`src/rtl/ram_bus_arbiter_if.sv`:
```
`default_nettype none
// ============================================================================
// Module   : ram_bus_arbiter_if
// Brief    : Per-master command/ack bundle between a RAM client and the
//            two-master RAM bus arbiter.
// Revision : 1.0 - initial release
// ============================================================================
interface ram_bus_arbiter_if #(
  parameter int AW = 23,
  parameter int DW = 16
);
  logic          req;    // command request, held until ack
  logic          instr;  // 0 = READ, 1 = WRITE
  logic [AW-1:0] addr;   // word address
  logic [DW-1:0] wdata;  // write data (ignored on READ)
  logic          ack;    // one-cycle completion pulse
  logic [DW-1:0] rdata;  // read data, valid in the ack cycle

  // client side
  modport master (
    output req,
    output instr,
    output addr,
    output wdata,
    input  ack,
    input  rdata
  );

  // arbiter side
  modport slave (
    input  req,
    input  instr,
    input  addr,
    input  wdata,
    output ack,
    output rdata
  );
endinterface
`default_nettype wire

```
`src/rtl/ram_bus_arbiter.sv`:
```
`default_nettype none
// ============================================================================
// Module   : ram_bus_arbiter
// Brief    : Round-robin arbiter giving two RAM clients (m0 = DNA initializer,
//            m1 = network evaluator) exclusive use of the single-command RAM
//            controller port. One command in flight, registered outputs,
//            per-master ack with read data, sticky timeout flag.
// Revision : 1.0 - initial release
// ============================================================================
module ram_bus_arbiter #(
  parameter int AW       = 23,
  parameter int DW       = 16,
  parameter int BUSY_TMO = 64,
  parameter int DONE_TMO = 4096
) (
  input  logic             clk,
  input  logic             rst,
  ram_bus_arbiter_if.slave m0,
  ram_bus_arbiter_if.slave m1,
  output logic             ram_instr_o,
  output logic             ram_latch_o,
  output logic [AW-1:0]    ram_addr_o,
  output logic [DW-1:0]    ram_wdata_o,
  input  logic [DW-1:0]    ram_rdata_i,
  input  logic             ram_ready_i,
  output logic             gnt_id_o,
  output logic             busy_o,
  output logic             err_timeout_o
);

  // One counter serves both wait phases, sized for the longer limit.
  localparam int TMO_MAX = (BUSY_TMO > DONE_TMO) ? BUSY_TMO : DONE_TMO;
  localparam int CW      = (TMO_MAX > 1) ? $clog2(TMO_MAX) : 1;
  localparam logic [CW-1:0] C_BUSY_LAST = CW'(BUSY_TMO - 1);
  localparam logic [CW-1:0] C_DONE_LAST = CW'(DONE_TMO - 1);

  localparam logic [2:0] S_IDLE      = 3'd0;
  localparam logic [2:0] S_LATCH     = 3'd1;
  localparam logic [2:0] S_WAIT_BUSY = 3'd2;
  localparam logic [2:0] S_WAIT_DONE = 3'd3;
  localparam logic [2:0] S_ACK       = 3'd4;

  logic [2:0]    state_q, state_d;
  logic [CW-1:0] cnt_q, cnt_d;
  logic          instr_q, instr_d;
  logic          latch_q, latch_d;
  logic [AW-1:0] addr_q, addr_d;
  logic [DW-1:0] wdata_q, wdata_d;
  logic          ack0_q, ack0_d;
  logic          ack1_q, ack1_d;
  logic [DW-1:0] rdata0_q, rdata0_d;
  logic [DW-1:0] rdata1_q, rdata1_d;
  logic          gnt_q, gnt_d;
  logic          busy_q, busy_d;
  logic          err_q, err_d;

  logic          win;      // master that would be granted this cycle
  logic [CW-1:0] cnt_inc;  // saturating increment of the wait counter

  // On a tie the master that did not own the last command wins.
  assign win     = (m0.req && m1.req) ? ~gnt_q : m1.req;
  assign cnt_inc = (cnt_q == {CW{1'b1}}) ? cnt_q : cnt_q + CW'(1);

  // Next-state and output logic of the command sequencer.
  always_comb begin
    state_d  = state_q;
    cnt_d    = cnt_q;
    instr_d  = instr_q;
    latch_d  = 1'b0;
    addr_d   = addr_q;
    wdata_d  = wdata_q;
    ack0_d   = 1'b0;
    ack1_d   = 1'b0;
    rdata0_d = rdata0_q;
    rdata1_d = rdata1_q;
    gnt_d    = gnt_q;
    busy_d   = busy_q;
    err_d    = err_q;

    case (state_q)
      S_IDLE: begin
        if (ram_ready_i && (m0.req || m1.req)) begin
          gnt_d   = win;
          instr_d = win ? m1.instr : m0.instr;
          addr_d  = win ? m1.addr  : m0.addr;
          wdata_d = win ? m1.wdata : m0.wdata;
          latch_d = 1'b1;
          busy_d  = 1'b1;
          state_d = S_LATCH;
        end
      end

      S_LATCH: begin
        cnt_d   = '0;
        state_d = S_WAIT_BUSY;
      end

      S_WAIT_BUSY: begin
        if (!ram_ready_i) begin
          cnt_d   = '0;
          state_d = S_WAIT_DONE;
        end else if (cnt_q == C_BUSY_LAST) begin
          err_d   = 1'b1;
          ack0_d  = ~gnt_q;
          ack1_d  = gnt_q;
          state_d = S_ACK;
        end else begin
          cnt_d = cnt_inc;
        end
      end

      S_WAIT_DONE: begin
        if (ram_ready_i) begin
          // Writes leave the owner's read-data register untouched.
          if (!instr_q) begin
            if (gnt_q) rdata1_d = ram_rdata_i;
            else       rdata0_d = ram_rdata_i;
          end
          ack0_d  = ~gnt_q;
          ack1_d  = gnt_q;
          state_d = S_ACK;
        end else if (cnt_q == C_DONE_LAST) begin
          err_d   = 1'b1;
          ack0_d  = ~gnt_q;
          ack1_d  = gnt_q;
          state_d = S_ACK;
        end else begin
          cnt_d = cnt_inc;
        end
      end

      S_ACK: begin
        busy_d  = 1'b0;
        state_d = S_IDLE;
      end

      default: begin
        state_d = S_IDLE;
      end
    endcase
  end

  // State registers; reset abandons any command in flight without an ack.
  always_ff @(posedge clk) begin
    if (rst) begin
      state_q  <= S_IDLE;
      cnt_q    <= '0;
      instr_q  <= 1'b0;
      latch_q  <= 1'b0;
      addr_q   <= '0;
      wdata_q  <= '0;
      ack0_q   <= 1'b0;
      ack1_q   <= 1'b0;
      rdata0_q <= '0;
      rdata1_q <= '0;
      gnt_q    <= 1'b1;
      busy_q   <= 1'b0;
      err_q    <= 1'b0;
    end else begin
      state_q  <= state_d;
      cnt_q    <= cnt_d;
      instr_q  <= instr_d;
      latch_q  <= latch_d;
      addr_q   <= addr_d;
      wdata_q  <= wdata_d;
      ack0_q   <= ack0_d;
      ack1_q   <= ack1_d;
      rdata0_q <= rdata0_d;
      rdata1_q <= rdata1_d;
      gnt_q    <= gnt_d;
      busy_q   <= busy_d;
      err_q    <= err_d;
    end
  end

  assign m0.ack        = ack0_q;
  assign m0.rdata      = rdata0_q;
  assign m1.ack        = ack1_q;
  assign m1.rdata      = rdata1_q;
  assign ram_instr_o   = instr_q;
  assign ram_latch_o   = latch_q;
  assign ram_addr_o    = addr_q;
  assign ram_wdata_o   = wdata_q;
  assign gnt_id_o      = gnt_q;
  assign busy_o        = busy_q;
  assign err_timeout_o = err_q;

endmodule
`default_nettype wire

```
`src/flat_wrapper.sv`:
```
// flat-port wrapper written by rule: the top's interface ports become plain ports
module ram_bus_arbiter_flat 
#(
  parameter int AW       = 23,
  parameter int DW       = 16,
  parameter int BUSY_TMO = 64,
  parameter int DONE_TMO = 4096
)
  (clk, rst, ram_instr_o, ram_latch_o, ram_addr_o, ram_wdata_o, ram_rdata_i, ram_ready_i, gnt_id_o, busy_o, err_timeout_o, m0_req, m0_instr, m0_addr, m0_wdata, m0_ack, m0_rdata, m1_req, m1_instr, m1_addr, m1_wdata, m1_ack, m1_rdata);
  ram_bus_arbiter_if #(.AW(AW), .DW(DW)) m0_i ();
  ram_bus_arbiter_if #(.AW(AW), .DW(DW)) m1_i ();
  input  logic clk;
  input  logic rst;
  output logic ram_instr_o;
  output logic ram_latch_o;
  output logic [AW-1:0] ram_addr_o;
  output logic [DW-1:0] ram_wdata_o;
  input  logic [DW-1:0] ram_rdata_i;
  input  logic ram_ready_i;
  output logic gnt_id_o;
  output logic busy_o;
  output logic err_timeout_o;
  input wire logic [$bits(m0_i.req)-1:0] m0_req;
  input wire logic [$bits(m0_i.instr)-1:0] m0_instr;
  input wire logic [$bits(m0_i.addr)-1:0] m0_addr;
  input wire logic [$bits(m0_i.wdata)-1:0] m0_wdata;
  output wire logic [$bits(m0_i.ack)-1:0] m0_ack;
  output wire logic [$bits(m0_i.rdata)-1:0] m0_rdata;
  input wire logic [$bits(m1_i.req)-1:0] m1_req;
  input wire logic [$bits(m1_i.instr)-1:0] m1_instr;
  input wire logic [$bits(m1_i.addr)-1:0] m1_addr;
  input wire logic [$bits(m1_i.wdata)-1:0] m1_wdata;
  output wire logic [$bits(m1_i.ack)-1:0] m1_ack;
  output wire logic [$bits(m1_i.rdata)-1:0] m1_rdata;
  assign m0_i.req = m0_req;
  assign m0_i.instr = m0_instr;
  assign m0_i.addr = m0_addr;
  assign m0_i.wdata = m0_wdata;
  assign m0_ack = m0_i.ack;
  assign m0_rdata = m0_i.rdata;
  assign m1_i.req = m1_req;
  assign m1_i.instr = m1_instr;
  assign m1_i.addr = m1_addr;
  assign m1_i.wdata = m1_wdata;
  assign m1_ack = m1_i.ack;
  assign m1_rdata = m1_i.rdata;
  ram_bus_arbiter #(.AW(AW), .DW(DW), .BUSY_TMO(BUSY_TMO), .DONE_TMO(DONE_TMO)) u_core (.clk(clk), .rst(rst), .m0(m0_i), .m1(m1_i), .ram_instr_o(ram_instr_o), .ram_latch_o(ram_latch_o), .ram_addr_o(ram_addr_o), .ram_wdata_o(ram_wdata_o), .ram_rdata_i(ram_rdata_i), .ram_ready_i(ram_ready_i), .gnt_id_o(gnt_id_o), .busy_o(busy_o), .err_timeout_o(err_timeout_o));
endmodule
```
`config.mk`:
```
export PLATFORM = sky130hd
export DESIGN_NAME = ram_bus_arbiter_flat
export DESIGN_NICKNAME = d
export VERILOG_FILES = /design/src/rtl/ram_bus_arbiter_if.sv /design/src/rtl/ram_bus_arbiter.sv /design/src/flat_wrapper.sv
export SDC_FILE = /design/constraint.sdc
export NUM_CORES = 1
export LEC_CHECK = 0
export CORE_ASPECT_RATIO = 0.5
export CORE_MARGIN = 1
export CORE_UTILIZATION = 42
export CTS_CLUSTER_DIAMETER = 80
export DETAILED_ROUTE_END_ITERATION = 6
export PLACE_DENSITY = 0.8
export SLEW_MARGIN = 20
export SYNTH_ARGS = -nofsm -noshare
export SYNTH_HDL_FRONTEND = slang
export SYNTH_SLANG_ARGS = --single-unit
```
`constraint.sdc`:
```
create_clock -name clk -period 2.47 [get_ports clk]
set_input_delay 0.247 -clock clk [delete_from_list [all_inputs] [get_ports clk]]
set_output_delay 0.247 -clock clk [all_outputs]
set_load 0.005 [all_outputs]
```
== Word-level counts from Yosys, hierarchy flattened ==
Index checks and enable logic that the tools add are counted.
W data, S select, Z words.
Storage, ports and cells
  register bits after elaboration: 93
  output and inout port bits: 78
  word-level logic and storage cells: 81
  input bits: 101
Operators by class
  bitwise operators: 3
  reductions and logical operators: 15
  equality and inequality tests: 15
  $add $sub $neg: 1
  multiplexer cells: 34
Operators by type and width (number)
  $mux W12: 5
  $pmux W12 S3: 1
  $mux W23: 1
  $mux W1: 16
  $mux W16: 1
  $mux W3: 5
  $add A12 B1 Y12 const B: 1
  $eq A12 B12 Y1 const B: 1
  $eq A12 B6 Y1 const B: 1
  $pmux W3 S4: 1
  $reduce_and A4 Y1: 3
  $pmux W1 S2: 4
  $eq A3 B2 Y1 const B: 2
  $ne A2 B1 Y1 const B: 3
  $ne A2 B2 Y1 const B: 3
  $ne A3 B2 Y1 const B: 2
  $reduce_and A5 Y1: 1
  $reduce_and A2 Y1: 2
  $reduce_bool A2 Y1: 2
  $eq A3 B1 Y1 const B: 1
  $eq A3 B3 Y1 const B: 1
  $logic_not A3 Y1: 1
  $ne A3 B3 Y1 const B: 1
  $not A1 Y1: 3
  other kinds (5): 6

== Logic depth before layout (Yosys ltp) ==
  word-level depth: 5
  depth in mapped cells: 7
  depth with buffers taken out: 6

== Least setup slack after synthesis ==
Ideal clock, no wire load.
  path kind: flip-flop to flip-flop
  from: register u_core.cnt_q[0]
  to: register u_core.cnt_q[3]
  slack: 552 ps
  setup time: 139 ps
  cell stages (with the launch flop): 7
  arrival time: 1779 ps
  required time: 2331 ps
  buffers on the path: 0
  path through: dfxtp_1 > ha_1 > nand3_2 > or4_4 > o211a_2 > a41oi_1 > a211oi_2
Between the ends
  longest elaborated chain between the ends: 5
RTL lines
  from (decl): line ram_bus_arbiter.sv:44  | logic [CW-1:0] cnt_q, cnt_d;
  from (signal assigned): line ram_bus_arbiter.sv:161  | cnt_q <= cnt_d;
  $add A12 B1 Y12 / $eq A12 B12 Y1 (equally long branches): line ram_bus_arbiter.sv:62, ram_bus_arbiter.sv:122
  $mux W12: line ram_bus_arbiter.sv:62  | assign cnt_inc = (cnt_q == {CW{1'b1}}) ? cnt_q : cnt_q + CW'(1);
  $mux W12, on equally long branches: line ram_bus_arbiter.sv:122, ram_bus_arbiter.sv:102
  $mux W12, on equally long branches: line ram_bus_arbiter.sv:113, ram_bus_arbiter.sv:99
  $pmux W12 S3: line ram_bus_arbiter.sv:80  | case (state_q)
Several ways; a longest one is shown, not always the timed one. The select of a mux whose other input is x is not followed.
A chain may end at the register's enable or synchronous reset.

== Worst setup path in the final report ==
Ends and elaborated chain as after synthesis.

==> flow_summary.json <==
{
  "outcome": "complete, no violations",
  "dr.max_layer_used": "met4",
  "synthTopCellsByArea": "dfxtp_1 (46%), mux2i_1 (14%), a211oi_1 (7.5%)",
  "crit_chain": "ha_1 -> nand3_2 -> or4_4 -> o211a_2 -> a41oi_1 -> a211oi_2",
  "arrival_ns": 2.34,
  "synth_top_area_share_pct": 45.60,
  "antenna-diode-count": 0,
  "crit_slowest_cell": "or4_4",
  "cts.clk_slew.worst_paths_ns": 0.07,
  "port_buffers": 178,
  "slew_headroom_pct": 55.53,
  "dr_wl_met3_um": 595,
  "layout_min_cycle_time_ns": 2.143,
  "wl_per_cell_um": 14.67,
  "rsz0062_at_grt": "no",
  "grt_antenna_before_repair": 0,
  "drive_gt1_share_pct": 8.746,
  "finClkSkew_ns": 0.008072,
  "rows": 24,
  "worst_r2r_endpoint": "u_core.cnt_q[3]",
  "ys_types": 47,
  "hold_path.class": "input pin to flop",
  "fmax_ghz": 0.4667,
  "endpoint": "u_core.cnt_q[3]",
  "grt_max_degree": 84,
  "synthesis.area_mm2": 0.004083,
  "drc": 0,
  "cts_buffers": 9,
  "start_util_pct": 45.02,
  "cts.sinks": 93,
  "cts_resized": 0,
  "rrSetupSlack_ns": 0.33,
  "die_w_um": 141.4,
  "fin_cells": 736,
  "wirelength_mm": 10.80,
  "synth_nets": 539,
  "design.die.area_mm2": 0.01014,
  "fin_setup_tns_ns": 0,
  "p_total_uw": 3670,
  "tightest_slew_ns": 0.6671,
  "placedCellCount": 720,
  "timing.rr.start": "u_core.cnt_q[0]",
  "clockBufferDepth": 2,
  "layout.nets": 703,
  "grt_usage_pct": 21.44,
  "cts_root_buf": "clkbuf_16",
  "cts_tree": "built",
  "firstDrtPassIters": 4,
  "path_class": "flop to flop",
  "core-area_mm2": 0.009069,
  "wl_met2_mm": 5.338,
  "path_max_fanout": 6,
  "async_flop_share_pct": 0,
  "rr_worst_depth": 6,
  "synth.yosys.warnings": 0,
  "area_growth_syn_to_layout_pct": 53.60,
  "setup_viol": 0,
  "vdd_ir_drop_max_v": 0.0003611,
  "startpoint": "u_core.cnt_q[0]",
  "grt_overflow": 0,
  "final_common_cell": "clkdlybuf4s50_1",
  "synth_edf_count": 0,
  "antenna_left": 0,
  "n_fill_cell": 721,
  "maxCapViolCount": 0,
  "ys_seq_area_share_pct": 45.60,
  "setup.worst_path.end_class": "flop",
  "synth-seq-cells": 93,
  "hpwl_mm": 7.803,
  "post_dp_cell_area_mm2": 0.005988,
  "clock_latency_ns": 0.34,
  "synth_top_area_cell": "dfxtp_1",
  "postCtsHoldBufs": 0,
  "h-tree-depth": 3,
  "max_stage_delay_ns": 0.63,
  "cellPowerDensity_mw_per_mm2": 585.2,
  "met1_length_mm": 4.697,
  "layout_common_cells": "clkdlybuf4s50_1 (177), dfxtp_1 (93), nor2_1 (67)",
  "required_ns": 2.67,
  "grt_pass1_vias": 3526,
  "post_cts_buffers": 0,
  "avgSynthCellArea_um2": 9.342,
  "post-route-period-util_pct": 86.76,
  "fp.dieH_um": 71.72,
  "leakagePower_uw": 0.002155,
  "slew_violations": 0,
  "grt_pass1_wl_mm": 17.13,
  "hold_violations": 0,
  "synthFlopType": "dfxtp_1",
  "routabilityCongestion": 0.8160,
  "ios": 179,
  "via_per_inst": 5.105,
  "synthCells": 437,
  "drt_iter0_markers": 190,
  "num_vias": 3757,
  "design_area_mm2": 0.006271,
  "cp-start-kind": "flop"
}
## stage by stage
stage / hold slack (ns) / setup WS (ns) / utilization (%)
after floorplan: 0.3215 / 0.5520 / -
after global placement: 0.4361 / 0.3366 / 66.03
after detailed placement: 0.4425 / 0.2702 / 66.03
after CTS: 0.4146 / 0.3388 / 69.15
after global routing: 0.4399 / 0.2737 / 69.15
final: 0.4243 / 0.3271 / 69.15
## where the power goes
part | internal (µW) | leakage (µW) | switching, µW | total, µW
combinational | 424 | 0.00126 | 301 | 724
clock | 696 | 0.000134 | 601 | 1300
sequential | 1590 | 0.000759 | 60.8 | 1650
## worst min path at each step
stage | startpoint | to | slack [ns] | cells past startpoint
2_1_floorplan | rst | u_core.state_q[2] | 0.32 | 1
3_3_place_gp | u_core.err_timeout_o | u_core.err_timeout_o | 0.44 | 2
3_5_place_dp | u_core.err_timeout_o | u_core.err_timeout_o | 0.44 | 2
4_1_cts | rst | u_core.m1.rdata[5] | 0.41 | 2
5_1_grt | rst | u_core.m1.rdata[7] | 0.44 | 2
6_report | rst | u_core.m1.rdata[4] | 0.42 | 2
## worst max-delay path: cells and delay by family (launching register included)
family	cells	cell delay, ns
flops	1	0.39
fa+ha+maj	1	0.26
compound gates	3	0.50
simple gates	2	0.84
## state kept, by name, summed over array words and instances (netlist names)
signal / flops
u_core.busy_o: 1
u_core.cnt_q: 12
u_core.err_timeout_o: 1
u_core.gnt_id_o: 1
u_core.m0.ack: 1
u_core.m0.rdata: 16
u_core.m1.ack: 1
u_core.m1.rdata: 16
u_core.ram_addr_o: 23
u_core.ram_instr_o: 1
u_core.ram_latch_o: 1
u_core.ram_wdata_o: 16
u_core.state_q: 3
## synthesized netlist by cell type (6+ instances only)
library cell / count
a211oi_1: 41
mux2i_1: 56
o21ai_0: 6
a211oi_2: 11
nand2_1: 43
buf_2: 12
nor2_1: 67
a21oi_1: 21
nand3_1: 6
dfxtp_1: 93
clkbuf_1: 17
## cells by family (layout without fill, tap and decap cells)
family                   count (synthesis)  after routing  synth area share [%]
multiplexers                            57             57                 14.01
AND/OR/NAND/NOR                        147            147                 17.16
AO/OA/AOI/OAI                           99             99                 18.14
flip-flops                              93             93                 45.60
adder cells (fa/ha/maj)                  1              1                0.3064
buffers and inverters                   40            209                 4.781
## per-layer routing
metal  global-route usage, %  vias up
met5                       0        -
met4                   7.168        0
met3                   5.414       10
met2                   38.50      107
met1                   25.32     1738
li1                        -     1902
## layout make-up
cell class | count | area [µm²] | area share (%)
sequential | 93 | 1862 | 29.69
inverter | 4 | 15.01 | 0.2394
clock inverter | 7 | 57.56 | 0.9178
timing repair buffer | 189 | 1899 | 30.29
clock buffer | 9 | 225.2 | 3.591
multi-input combinational | 304 | 2049 | 32.68
tap | 130 | 162.7 | 2.594
Power figures use the tool's default switching activity.
